**src/rtl/sm4_cmd_master.sv**
```systemverilog
// rtl/sm4_cmd_master.sv - command/response sequencer for the sm4_top core handshake
// Takes one {mode, key, block} command at a time and reuses the expanded keys when key and mode repeat.
module sm4_cmd_master #(
  parameter int TIMEOUT      = 1024,
  parameter int FLUSH_CYCLES = 2
) (
  input  logic         clk,
  input  logic         reset,
  input  logic         cmd_valid,
  output logic         cmd_ready,
  input  logic         cmd_decrypt,
  input  logic [127:0] cmd_key,
  input  logic [127:0] cmd_data,
  output logic         rsp_valid,
  input  logic         rsp_ready,
  output logic [127:0] rsp_data,
  output logic         rsp_error,
  output logic         sm4_enable_out,
  output logic         encdec_enable_out,
  output logic         encdec_sel_out,
  output logic         enable_key_exp_out,
  output logic         user_key_valid_out,
  output logic         valid_out,
  output logic [127:0] user_key_out,
  output logic [127:0] data_out,
  input  logic         key_exp_ready_in,
  input  logic         ready_in,
  input  logic [127:0] result_in
);

  localparam int CW = $clog2(TIMEOUT);
  localparam int FW = $clog2(FLUSH_CYCLES + 1);

  typedef enum logic [2:0] {
    S_IDLE,
    S_FLUSH,
    S_KEY_SETUP,
    S_KEY_LOAD,
    S_KEY_WAIT,
    S_DATA_SEND,
    S_DATA_WAIT,
    S_RESP
  } state_t;

  state_t         r_state;
  logic           r_mode;
  logic [127:0]   r_key;
  logic [127:0]   r_data;
  logic           r_cache_vld;
  logic           r_cache_mode;
  logic [127:0]   r_cache_key;
  logic [CW-1:0]  r_cnt;
  logic [FW-1:0]  r_fcnt;

  logic w_hit;
  logic w_expired;

  assign w_hit     = r_cache_vld && (cmd_key == r_cache_key) && (cmd_decrypt == r_cache_mode);
  assign w_expired = (r_cnt == CW'(TIMEOUT - 1));

  always_ff @(posedge clk or posedge reset) begin
    if (reset) begin
      r_state            <= S_IDLE;
      r_mode             <= 1'b0;
      r_key              <= '0;
      r_data             <= '0;
      r_cache_vld        <= 1'b0;
      r_cache_mode       <= 1'b0;
      r_cache_key        <= '0;
      r_cnt              <= '0;
      r_fcnt             <= '0;
      cmd_ready          <= 1'b0;
      rsp_valid          <= 1'b0;
      rsp_data           <= '0;
      rsp_error          <= 1'b0;
      sm4_enable_out     <= 1'b0;
      encdec_enable_out  <= 1'b0;
      encdec_sel_out     <= 1'b0;
      enable_key_exp_out <= 1'b0;
      user_key_valid_out <= 1'b0;
      valid_out          <= 1'b0;
      user_key_out       <= '0;
      data_out           <= '0;
    end else begin
      case (r_state)
        S_IDLE: begin
          if (cmd_valid && cmd_ready) begin
            cmd_ready <= 1'b0;
            r_mode    <= cmd_decrypt;
            r_key     <= cmd_key;
            r_data    <= cmd_data;
            if (w_hit) begin
              encdec_enable_out <= 1'b1;
              valid_out         <= 1'b1;
              data_out          <= cmd_data;
              r_state           <= S_DATA_SEND;
            end else begin
              // Core is quiesced so the next key expansion starts from a clean enable edge.
              r_cache_vld        <= 1'b0;
              sm4_enable_out     <= 1'b0;
              enable_key_exp_out <= 1'b0;
              encdec_enable_out  <= 1'b0;
              user_key_valid_out <= 1'b0;
              r_fcnt             <= '0;
              r_state            <= S_FLUSH;
            end
          end else begin
            cmd_ready <= 1'b1;
          end
        end

        S_FLUSH: begin
          r_cache_vld <= 1'b0;
          if (r_fcnt == FW'(FLUSH_CYCLES - 1)) begin
            sm4_enable_out     <= 1'b1;
            enable_key_exp_out <= 1'b1;
            encdec_sel_out     <= r_mode;
            r_state            <= S_KEY_SETUP;
          end else begin
            r_fcnt <= r_fcnt + FW'(1);
          end
        end

        S_KEY_SETUP: begin
          user_key_valid_out <= 1'b1;
          user_key_out       <= r_key;
          r_state            <= S_KEY_LOAD;
        end

        S_KEY_LOAD: begin
          r_cnt   <= '0;
          r_state <= S_KEY_WAIT;
        end

        S_KEY_WAIT: begin
          if (key_exp_ready_in) begin
            r_cache_vld        <= 1'b1;
            r_cache_key        <= r_key;
            r_cache_mode       <= r_mode;
            user_key_valid_out <= 1'b0;
            encdec_enable_out  <= 1'b1;
            valid_out          <= 1'b1;
            data_out           <= r_data;
            r_state            <= S_DATA_SEND;
          end else if (w_expired) begin
            r_cache_vld        <= 1'b0;
            sm4_enable_out     <= 1'b0;
            enable_key_exp_out <= 1'b0;
            encdec_enable_out  <= 1'b0;
            user_key_valid_out <= 1'b0;
            rsp_error          <= 1'b1;
            rsp_data           <= '0;
            rsp_valid          <= 1'b1;
            r_state            <= S_RESP;
          end else begin
            r_cnt <= r_cnt + CW'(1);
          end
        end

        S_DATA_SEND: begin
          valid_out <= 1'b0;
          r_cnt     <= '0;
          r_state   <= S_DATA_WAIT;
        end

        S_DATA_WAIT: begin
          if (ready_in) begin
            rsp_data  <= result_in;
            rsp_error <= 1'b0;
            rsp_valid <= 1'b1;
            r_state   <= S_RESP;
          end else if (w_expired) begin
            r_cache_vld        <= 1'b0;
            sm4_enable_out     <= 1'b0;
            enable_key_exp_out <= 1'b0;
            encdec_enable_out  <= 1'b0;
            user_key_valid_out <= 1'b0;
            rsp_error          <= 1'b1;
            rsp_data           <= '0;
            rsp_valid          <= 1'b1;
            r_state            <= S_RESP;
          end else begin
            r_cnt <= r_cnt + CW'(1);
          end
        end

        S_RESP: begin
          // Core enables are left alone here so a cached key survives into the next command.
          if (rsp_ready) begin
            rsp_valid <= 1'b0;
            cmd_ready <= 1'b1;
            r_state   <= S_IDLE;
          end
        end

        default: r_state <= S_IDLE;
      endcase
    end
  end

endmodule

```
**config.mk**
```make
export PLATFORM = sky130hd
export DESIGN_NAME = sm4_cmd_master
export DESIGN_NICKNAME = d
export VERILOG_FILES = /design/src/rtl/sm4_cmd_master.sv
export SDC_FILE = /design/constraint.sdc
export NUM_CORES = 2
export LEC_CHECK = 0
export BUFFER_PORTS_ARGS = -buffer_cell sky130_fd_sc_hd__buf_4
export CAP_MARGIN = 20
export CORE_AREA = 2 2 306 308
export CTS_CLUSTER_DIAMETER = 200
export DETAILED_ROUTE_END_ITERATION = 16
export DIE_AREA = 0 0 308 310
export GPL_ROUTABILITY_DRIVEN = 0
export HOLD_SLACK_MARGIN = 0.08
export SYNTH_ARGS = -nofsm -noshare
export SYNTH_HDL_FRONTEND = slang
export SYNTH_SLANG_ARGS = --single-unit
export TNS_END_PERCENT = 1
```
**constraint.sdc**
```tcl
create_clock -name clk -period 38.2 [get_ports clk]
set_input_delay 11.46 -clock clk [delete_from_list [all_inputs] [get_ports clk]]
set_output_delay 11.46 -clock clk [all_outputs]
set_load 0.05 [all_outputs]
```
==> summary.md <==
| Metric | Value |
|---|---|
| Synth Instances | `between 2000 and 3000` |
| Simple-Gate Fraction of Synth Area | `0.126` |
| Die width | `about 310 microns` |
| Antenna Nets Post-Route | `0` |
| Final number of setup-violating endpoints | `0` |
| Synth Area in Adders | `0.000767` |
| Switch share | `0.421` |
| Setup_tns | `0 ns` |
| Psw | `around 1800 uW` |
| Initial antenna violation count | `16` |
| Main combinational cell family by area after synthesis | `multiplexers` |
| Asr flop ratio synth | `1.00` |
| Share of the clock period used by the worst path | `0.395` |
| Routed length per instance | `~23 microns` |
| Reg-to-Reg Start | `r_state[2]` |
| Final HPWL DP | `77.6 mm` |
| Fin. Hold Viols | `0` |
| Hold_buf cts | `0` |
| Worst Setup Start Kind | `input port` |
| Multi-input logic area | `between 10000 and 15000 sq um` |
| CTS tree | `done` |
| Vias in the first global route | `23300` |
| Place WS | `~22 ns` |
| Hold Path End | `r_cache_key[29]` |
| Hold Crit Start | `r_key[29]` |
| I/O Buffers | `783` |
| Clock power share | `0.218` |
| Maxcap violations | `0` |
| Syn_area_per_cell | `around 12 sq um` |
| FF-to-FF path depth | `10` |
| Reg clk slew, reported paths | `about 0.060 ns` |
| CP arrival | `15.68 ns` |
| Total CTS buffers | `90` |
| Area Overhead vs Synth | `31.3%` |
| P_int | `about 2500 uW` |
| Period minus WS final | `about 15 ns` |
| Initial core utilization | `0.353` |
| CP Capture Type | `flop` |
| Register area share after synthesis | `0.609` |
| CTS Sinks | `roughly 790` |
| Root buffer cell | `clkbuf_16` |
| Setup ws final | `23.13 ns` |
| HP Class | `flop to flop` |
| Detailed-route via count | `approximately 24000` |
| Status | `complete, no violations` |
| Slew headroom | `0.266` |
| Fmax | `0.0663 GHz` |
| Leakage Power | `~0.020 uW` |
| Routed WL | `108 mm` |
| Logic pwr share | `0.433` |
| 1st-iter DRT viols | `around 1800` |
| Worst Tran Pin Value | `approximately 1.1 ns` |
| R2R setup slack | `33.56 ns` |
| Sequential power share | `0.349` |
| Synth Area in XOR/XNOR | `0.0204` |
| Clock insertion delay at the later pin of the skew report | `0.67 ns` |
| CTS resizes | `0` |
| Die H | `310 microns` |
| # fillers | `~8600` |
| Synth unique cells | `between 40 and 50` |
| DRC violations left | `0` |
| Post-synth EDFFs | `0` |
| Storage cell area | `~20000 sq um` |
| Grt ovf | `0` |
| Vias per inst | `slightly below 5` |
| Setup CP Type | `input port to flop` |
| Netlist Area Pre-Place | `32600 sq um` |
| First-pass GRT wire length | `157 mm` |
| Setup Buffers After CTS | `0` |
| Reg-to-Reg End | `data_out[105]` |
| Worst IR Drop VDD | `roughly 0.054 mV` |
| Crit Path Max Fanout | `87` |
| Global Route Usage Sum | `0.220` |
| Warning count from the yosys run | `0` |
| Die area | `95500 sq um` |
| RSZ-0062 raised after global routing | `no` |
| Synth Area in Compound Gates | `0.0830` |
| Synth Net Count | `around 3100` |
| Num rows | `roughly 110` |
| Nets | `3850` |
| Core Region | `~90000 sq um` |
| PD cells | `101 nW/um^2` |
| Hold path cells | `2` |
| Yosys reg bits | `approximately 790` |
| Ports | `slightly below 800` |
| Final Max Slew Viols | `0` |
| Worst path required time | `between 30 and 40 ns` |
| Skew final | `approximately 0.031 ns` |
| H-tree levels | `3` |
| Largest net degree at the start of global routing | `129` |
| DRT Pass-1 Iters | `5` |
| CTS max path bufs | `3` |
| Post-synthesis mux area share | `0.133` |
| Most used DFF post-synth | `dfrtp_1` |
| Share of cells above drive strength 1 | `0.389` |
==> kinds of logic after synthesis <==
kind of cell    Yosys count
simple gates            911
flops                   794
mux                     387
compound gates          346
buf+inv                 199
xor+xnor                 76
fa+ha+maj                 2
==> synth_stat cells (all sizes together) (35+ instances only) <==
cell type	number	area [sq um]
buf	36	294
clkbuf	127	477
dfrtp	794	19900
inv	36	135
mux2	387	4360
nand2	615	2310
nand2b	168	1050
nor2b	41	257
o21ai	165	826
o221a	128	1440
xnor2	35	307
xor2	41	359
==> layout make-up <==
type | count | share of cell area
diodes | 7 | 0.000409
clock buffers | 126 | 0.0609
clock inverters | 43 | 0.0151
inverters | 36 | 0.00333
multi-input cells | 1722 | 0.279
flip-flops and latches | 794 | 0.464
well taps | 1197 | 0.0349
repair buffers | 813 | 0.143
==> critical path, stage by stage <==
cell      delay (ns)
buf_4           0.12
xnor2_1         0.50
o221ai_1        0.21
or4_1           0.57
nor4_2          0.31
nand4_1         0.43
o21ai_4         0.27
buf_4           0.48
buf_4           0.88
o221a_1         0.35
==> registers in the layout (all words and copies together) (netlist names), 3 cells and up <==
name	cells
data_out	128
r_state	3
r_cache_key	128
r_cnt	10
r_key	128
rsp_data	128
r_data	128
user_key_out	128
==> stage by stage <==
stage / power [uW] / area, sq um / std cells / utilization / hold slack, ns
floorplan: 2740 / 32600 / 2715 / - / 0.451
global placement: 3380 / 39600 / 4560 / 0.428 / 0.467
detailed placement: 3410 / 39600 / 4561 / 0.428 / 0.472
CTS: 4370 / 42800 / 4730 / 0.463 / 0.487
global route: 4540 / 42900 / 4735 / 0.463 / 0.504
finish: 4330 / 42900 / 4738 / 0.463 / 0.483
==> routing by layer <==
| layer | routed length (microns) | vias up | global-route usage |
|---|---|---|---|
| li1 | - | 10900 | - |
| met1 | 43700 | 11800 | 0.272 |
| met2 | 52700 | 721 | 0.364 |
| met3 | 8680 | 148 | 0.0687 |
| met4 | 3040 | 14 | 0.0752 |
| met5 | 91 | - | 0 |
==> worst max path at each step <==
stage            startpoint            end  slack (ns)  cells past startpoint
2_1_floorplan         reset      cmd_ready        4.44                      1
3_3_place_gp   cmd_key[106]  data_out[126]       22.34                     10
3_5_place_dp   cmd_key[106]  data_out[105]       22.35                     10
4_1_cts        cmd_key[106]  data_out[127]       23.07                     10
5_1_grt               reset   rsp_data[10]       22.69                      6
6_report       cmd_key[106]  data_out[105]       23.13                     10
==> cell usage in the layout (no fill, tap or decap), types with 4 or more instances in the layout <==
cell	count
xnor2_1	35
nand3_1	7
mux2_2	387
dfrtp_1	794
buf_4	810
nand2b_1	168
clkbuf_8	20
o221a_1	120
and4_1	4
o2111ai_1	12
nor2b_1	41
a2111o_1	8
a2111oi_0	4
nor3_1	4
nand4_1	14
nand2_1	615
and3_1	4
bufinv_16	15
o22ai_1	6
xor2_1	41
a21oi_1	4
inv_1	35
o221a_2	8
clkbuf_16	91
clkinv_2	17
inv_6	4
o21ai_0	164
nor2_1	22
nor4_1	17
a22o_1	5
diode_2	7
clkbuf_1	15
==> power groups by stage <==
stage / clock [uW] / sequential [uW] / combinational, uW
2_1_floorplan: 0 / 2150 / 589
3_3_place_gp: 0 / 1510 / 1870
3_5_place_dp: 0 / 1520 / 1890
4_1_cts: 965 / 1510 / 1890
5_1_grt: 1000 / 1560 / 1970
6_report: 943 / 1510 / 1870
(Power assumes the default switching activity.)
